[src/rtl/func_div.sv]
// func_div: sequential restoring divider, dividend / divisor -> quotient, remainder.
// One quotient bit is produced per clock, MSB first, with a start/busy/done handshake.
// Results drive active-low 7-segment codes for the board display.
// Optional build macro FUNC_DIV_BCD_EN: show the quotient in decimal on HEX2:HEX1:HEX0
// through a registered binary-to-BCD stage. Without it, HEX1/HEX0 show the quotient
// as hex nibbles and HEX2 is blank.
module func_div #(
    parameter int DW = 7,
    parameter int VW = 3
) (
    input  logic          CLOCK_50,
    input  logic          RST,
    input  logic          start,
    input  logic [DW-1:0] dividend,
    input  logic [VW-1:0] divisor,
    output logic          busy,
    output logic          done,
    output logic          div_by_zero,
    output logic [DW-1:0] quotient,
    output logic [VW-1:0] remainder,
    output logic [7:0]    HEX4,
    output logic [7:0]    HEX2,
    output logic [7:0]    HEX1,
    output logic [7:0]    HEX0
);

    localparam int CW = $clog2(DW + 1);

    typedef enum logic [1:0] {
        IDLE = 2'd0,
        RUN  = 2'd1,
        DONE = 2'd2
    } state_t;

    state_t state, state_next;

    logic [DW-1:0] dvd_sh;
    logic [VW-1:0] dvs;
    logic [VW-1:0] rem_acc;
    logic [DW-1:0] quo_acc;
    logic [CW-1:0] bit_cnt;

    logic          accept;
    logic          zero_div;
    logic          last_step;
    logic [VW:0]   partial;
    logic          take;
    logic [VW-1:0] diff;
    logic [VW-1:0] rem_step;
    logic [DW-1:0] quo_step;

    // Start is honoured only when no division is in flight.
    assign accept    = start && (state != RUN);
    assign zero_div  = (divisor == '0);
    assign last_step = (state == RUN) && (bit_cnt == CW'(DW - 1));
    assign busy      = (state == RUN);

    // One restoring step: bring down the next dividend bit and subtract if it fits.
    // Since rem_acc < dvs, the difference always fits in VW bits, so the
    // subtraction only needs the low VW bits of the partial remainder.
    assign partial  = {rem_acc, dvd_sh[DW-1]};
    assign take     = (partial >= {1'b0, dvs});
    assign diff     = partial[VW-1:0] - dvs;
    assign rem_step = take ? diff : partial[VW-1:0];
    assign quo_step = {quo_acc[DW-2:0], take};

    // State register.
    always_ff @(posedge CLOCK_50) begin
        if (RST) begin
            state <= IDLE;
        end else begin
            state <= state_next;
        end
    end

    // Next-state logic; a zero divisor skips straight to DONE.
    always_comb begin
        state_next = state;
        case (state)
            IDLE, DONE: begin
                if (accept) begin
                    state_next = zero_div ? DONE : RUN;
                end
            end
            RUN: begin
                if (last_step) begin
                    state_next = DONE;
                end
            end
            default: state_next = IDLE;
        endcase
    end

    // Operand latch, iteration datapath and result registers; results move only on DONE entry.
    always_ff @(posedge CLOCK_50) begin
        if (RST) begin
            dvd_sh      <= '0;
            dvs         <= '0;
            rem_acc     <= '0;
            quo_acc     <= '0;
            bit_cnt     <= '0;
            quotient    <= '0;
            remainder   <= '0;
            done        <= 1'b0;
            div_by_zero <= 1'b0;
        end else begin
            done <= 1'b0;
            case (state)
                IDLE, DONE: begin
                    if (accept) begin
                        dvd_sh      <= dividend;
                        dvs         <= divisor;
                        rem_acc     <= '0;
                        quo_acc     <= '0;
                        bit_cnt     <= '0;
                        div_by_zero <= 1'b0;
                        if (zero_div) begin
                            done        <= 1'b1;
                            div_by_zero <= 1'b1;
                            quotient    <= '1;
                            remainder   <= dividend[VW-1:0];
                        end
                    end
                end
                RUN: begin
                    dvd_sh  <= dvd_sh << 1;
                    rem_acc <= rem_step;
                    quo_acc <= quo_step;
                    bit_cnt <= bit_cnt + CW'(1);
                    if (last_step) begin
                        quotient  <= quo_step;
                        remainder <= rem_step;
                        done      <= 1'b1;
                    end
                end
                default: begin
                    done <= 1'b0;
                end
            endcase
        end
    end

    // Active-low segment encoder, decimal point always off.
    function automatic logic [7:0] seg7(input logic [3:0] d);
        logic [7:0] s;
        case (d)
            4'h0: s = 8'hC0;
            4'h1: s = 8'hF9;
            4'h2: s = 8'hA4;
            4'h3: s = 8'hB0;
            4'h4: s = 8'h99;
            4'h5: s = 8'h92;
            4'h6: s = 8'h82;
            4'h7: s = 8'hF8;
            4'h8: s = 8'h80;
            4'h9: s = 8'h90;
            4'hA: s = 8'h88;
            4'hB: s = 8'h83;
            4'hC: s = 8'hC6;
            4'hD: s = 8'hA1;
            4'hE: s = 8'h86;
            default: s = 8'h8E;
        endcase
        return s;
    endfunction

    logic [3:0] rem_nib;
    assign rem_nib = 4'(remainder);
    assign HEX4    = seg7(rem_nib);

`ifdef FUNC_DIV_BCD_EN
    // Shift-and-add-3 conversion of the quotient into three BCD digits.
    function automatic logic [11:0] to_bcd(input logic [DW-1:0] bin);
        logic [11:0] b;
        b = '0;
        for (int i = DW - 1; i >= 0; i--) begin
            if (b[3:0] >= 4'd5) b[3:0] = b[3:0] + 4'd3;
            if (b[7:4] >= 4'd5) b[7:4] = b[7:4] + 4'd3;
            if (b[11:8] >= 4'd5) b[11:8] = b[11:8] + 4'd3;
            b = {b[10:0], bin[i]};
        end
        return b;
    endfunction

    logic [11:0] bcd_reg;

    // Capture the decimal form during the cycle done is high, so it shows one cycle later.
    always_ff @(posedge CLOCK_50) begin
        if (RST) begin
            bcd_reg <= '0;
        end else if (done) begin
            bcd_reg <= to_bcd(quotient);
        end
    end

    assign HEX2 = (bcd_reg[11:8] == 4'd0) ? 8'hFF : seg7(bcd_reg[11:8]);
    assign HEX1 = seg7(bcd_reg[7:4]);
    assign HEX0 = seg7(bcd_reg[3:0]);
`else
    logic [7:0] quo_byte;
    assign quo_byte = 8'(quotient);
    assign HEX2     = 8'hFF;
    assign HEX1     = seg7(quo_byte[7:4]);
    assign HEX0     = seg7(quo_byte[3:0]);
`endif

endmodule
[config.mk]
export PLATFORM = sky130hd
export DESIGN_NAME = func_div
export DESIGN_NICKNAME = d
export VERILOG_FILES = /design/src/rtl/func_div.sv
export SDC_FILE = /design/constraint.sdc
export NUM_CORES = 1
export LEC_CHECK = 0
export ABC_CLOCK_PERIOD_IN_PS = 4250
export CORE_MARGIN = 5
export CORE_UTILIZATION = 55
export DETAILED_ROUTE_END_ITERATION = 8
export DONT_BUFFER_PORTS = 1
export PLACE_DENSITY = 0.7
export SLEW_MARGIN = 10
export SYNTH_ARGS = -nofsm -noshare
export SYNTH_HDL_FRONTEND = slang
export SYNTH_SLANG_ARGS = --single-unit
[constraint.sdc]
create_clock -name CLOCK_50 -period 4.25 [get_ports CLOCK_50]
set_input_delay 0.85 -clock CLOCK_50 [delete_from_list [all_inputs] [get_ports CLOCK_50]]
set_output_delay 0.85 -clock CLOCK_50 [all_outputs]
set_load 0.05 [all_outputs]
==> results.txt <==
Dominant cell type by area after synthesis - dfxtp_1
Synthesized instance count - 289
Standby leakage power - 1.27 nW
CTS tree - built
Final layout net count - 322
Switch share - 32.5%
Via count - 1871
ANT cells - 0
Sequential power share - 50.6%
Synth Flop Type - dfxtp_1
EDFF count, synth - 0
Top-count cell post-synth - dfxtp_1
Reg area - 1140 µm²
Hold_ws - 454 ps
WL final - 5330 µm
Setup Skew - 5.34 ps
Yosys cell types - 52
Setup crit start kind - flip-flop
CP max FO - 6
FMAX - 0.344 GHz
Filler Cell Count - 434
Slew margin rel. - 42.9%
Total CTS buffers - 9
Post-synthesis sequential area ratio - 42.3%
Routability cong. - 0.836
Post-CTS Setup Repair Bufs - 0
Dpl ws - 1290 ps
Initial DRC Count - 170
Crit path capture type - flip-flop
Clock transition at path regs - 60 ps
Initial antenna violation count - 0
Layout Area Growth over Synthesis - 6.67%
Tot GR Track Use - 18.2%
Crit path DAT - 3120 ps
Initial Util - 56.8%
Max-slew violation count - 0
Synth Area in XOR/XNOR - 0.649%
Core area - 4750 µm²
CP top delay family - adder cells
1st-pass router iterations - 4
Yosys top cell area share - 42.3%
Comb pwr share - 13.1%
Setup ws final - 1340 ps
Largest net degree at the start of global routing - 31
Post-CTS Hold Buffers - 0
First-pass GRT wire length - 8880 µm
Share of layout cells above drive strength 1 - 11.6%
Die W - 80.1 µm
Vias in the first global route - 1828
Slew @ Worst Pin - 857 ps
Combinational family with the most area after synthesis - compound AO/OA/AOI/OAI gates
Top cells by count, synth - dfxtp_1 (57), nand2_1 (44), nor2_1 (26), inv_1 (23), ha_1 (21)
Detailed-route DRC error count - 0
Cell Rows - 25
FFs w/ async S/R, synth - 0%
Final setup fails - 0
Worst-Skew Late Latency - 330 ps
Slowest cell on crit path - fa_1
Antenna viol nets, final - 0
Hold Fails Final Rpt - 0
Power Total - 1.43 mW
Avg Vias per Cell - 5.21
Synth Area in Compound Gates - 15.2%
Ys Warns - 0
Clock Tree Buf Depth - 2
Power Dens Cells - 497 nW/µm²
Wire length per cell - 14.8 µm
Fin crit share - 68.4%
Status - finished, final reports clean
I/O pin total - 58
Post-Synth Adder-Cell Area - 10.5%
Syn Std Cell Area - 2700 µm²
Area contributors post-synth - dfxtp_1 (42%), ha_1 (9.7%), nand2_1 (6.1%), a21oi_1 (3.7%), buf_4 (3.6%)
Mux share of post-synthesis cell area - 6.58%
Post-Synth Simple-Gate Area - 15.2%
Die height - 80.1 µm
Setup TNS Final - 0 ps
Clk root buf - clkbuf_8
Synth Register Bits - 57
Total grt overflow - 0
WP buf/inv - 2
Crit Path Category - reg2reg
Post-CTS sizing - 0
Peak supply drop - 0.000275 V
Clock Power Share - 36.4%
Worst stage delay on the critical path - 400 ps
Dpl hpwl - 3830 µm
Clock period minus worst slack - 2910 ps
Internal - 0.968 mW
H-tree Lvls - 3
Hold Crit Class - reg2reg
PortBufs - 0
Critical path, cell by cell - inv_1 -> ha_1 -> inv_1 -> fa_1 -> a211oi_2 -> and2_1 -> mux2_2 -> a311o_1 -> ha_1 -> mux2_4
Max-cap violation count - 0
P_sw - 0.465 mW
Worst Path Required - 4460 ps
Synth Area per Inst - 9.34 µm²
Multi-input logic area - 1340 µm²
Die area - 6410 µm²
RSZ-0062 raised after global routing - no
Clk sinks - 57
[final timing paths]
path / start / cells after the start / end / slack [ps]
setup / recovery: dvd_sh[6] / 10 / HEX4[0] / 1340
hold / removal: dvs[2] / 2 / dvs[2] / 450
setup reg to reg: dvd_sh[6] / 10 / HEX4[0] / 1340
hold reg to reg: dvs[2] / 2 / dvs[2] / 450
[cell type report]
class	count	share of cell area [%]
clock inverters	2	1.22
well taps	67	2.91
repair buffers	1	0.261
multi-input cells	192	46.4
flip-flops and latches	57	39.6
inverters	26	3.56
clock buffers	14	5.99
[through the flow]
stage	util, %	area [µm²]	cells
detailed placement	56.2	2670	343
floorplan	-	2740	299
global placement	56.2	2670	343
CTS	60.6	2880	359
global route	60.6	2880	359
finish	60.6	2880	359
[state kept, by name (all words and copies together), names as in the netlist, 2 cells and up]
| signal | count |
|---|---|
| HEX0 | 7 |
| HEX1 | 7 |
| HEX4 | 7 |
| bit_cnt | 3 |
| dvd_sh | 7 |
| dvs | 3 |
| quo_acc | 6 |
| quotient | 7 |
| rem_acc | 3 |
| remainder | 3 |
| state | 2 |
[layer usage]
layer / global-route usage, % / vias up / part of all wire [%]
met4: 12.2 / 0 / 3.0
li1: - / 951 / -
met3: 6.61 / 15 / 6.6
met1: 22.7 / 855 / 45
met5: 0 / - / 0
met2: 26.2 / 50 / 45
[cell usage in the layout (no fill, tap or decap), types with 2 or more instances in the layout]
cell type  synthesis  routed
dfxtp_1           57      57
nand2_1           44      44
nor2_1            26      26
inv_1             23      23
ha_1              21      21
a21oi_1           20      20
clkbuf_8           0      12
conb_1             1      11
mux2i_1            8       8
a311oi_1           6       6
mux2_2             4       4
nand3_1            3       3
nor3_1             3       3
o22ai_1            3       3
o21ai_0            3       3
a211oi_1           3       3
nand2b_1           2       2
inv_2              2       2
a311o_1            2       2
a211o_1            2       2
a31oi_1            2       2
mux2_4             2       2
o221ai_1           2       2
nor4b_1            2       2
clkbuf_1           6       2
[power by group through the flow]
stage / combinational (mW) / clock, mW / sequential [mW]
2_1_floorplan: 0.181 / 0 / 0.725
3_3_place_gp: 0.184 / 0 / 0.738
3_5_place_dp: 0.187 / 0 / 0.737
4_1_cts: 0.188 / 0.534 / 0.726
5_1_grt: 0.212 / 0.561 / 0.730
6_report: 0.188 / 0.521 / 0.724
[worst reg2reg max path: cells and delay by family (launching register included)]
kind                       cells  cell delay [ps]
and+or+nand+nor                1              290
muxes                          2              650
DFF                            1              330
buffers and inverters          2              100
AOI/OAI and AO/OA              2              650
adders and majority gates      3              760
[cell families after synthesis]
| kind of cell | Yosys count |
|---|---|
| xor gates and xnor gates | 2 |
| adders and majority gates | 22 |
| muxes | 15 |
| buffers and inverters | 50 |
| other | 1 |
| and+or+nand+nor | 89 |
| DFF | 57 |
| AOI/OAI and AO/OA | 53 |
Note: power is estimated with default switching activity, not from simulation.
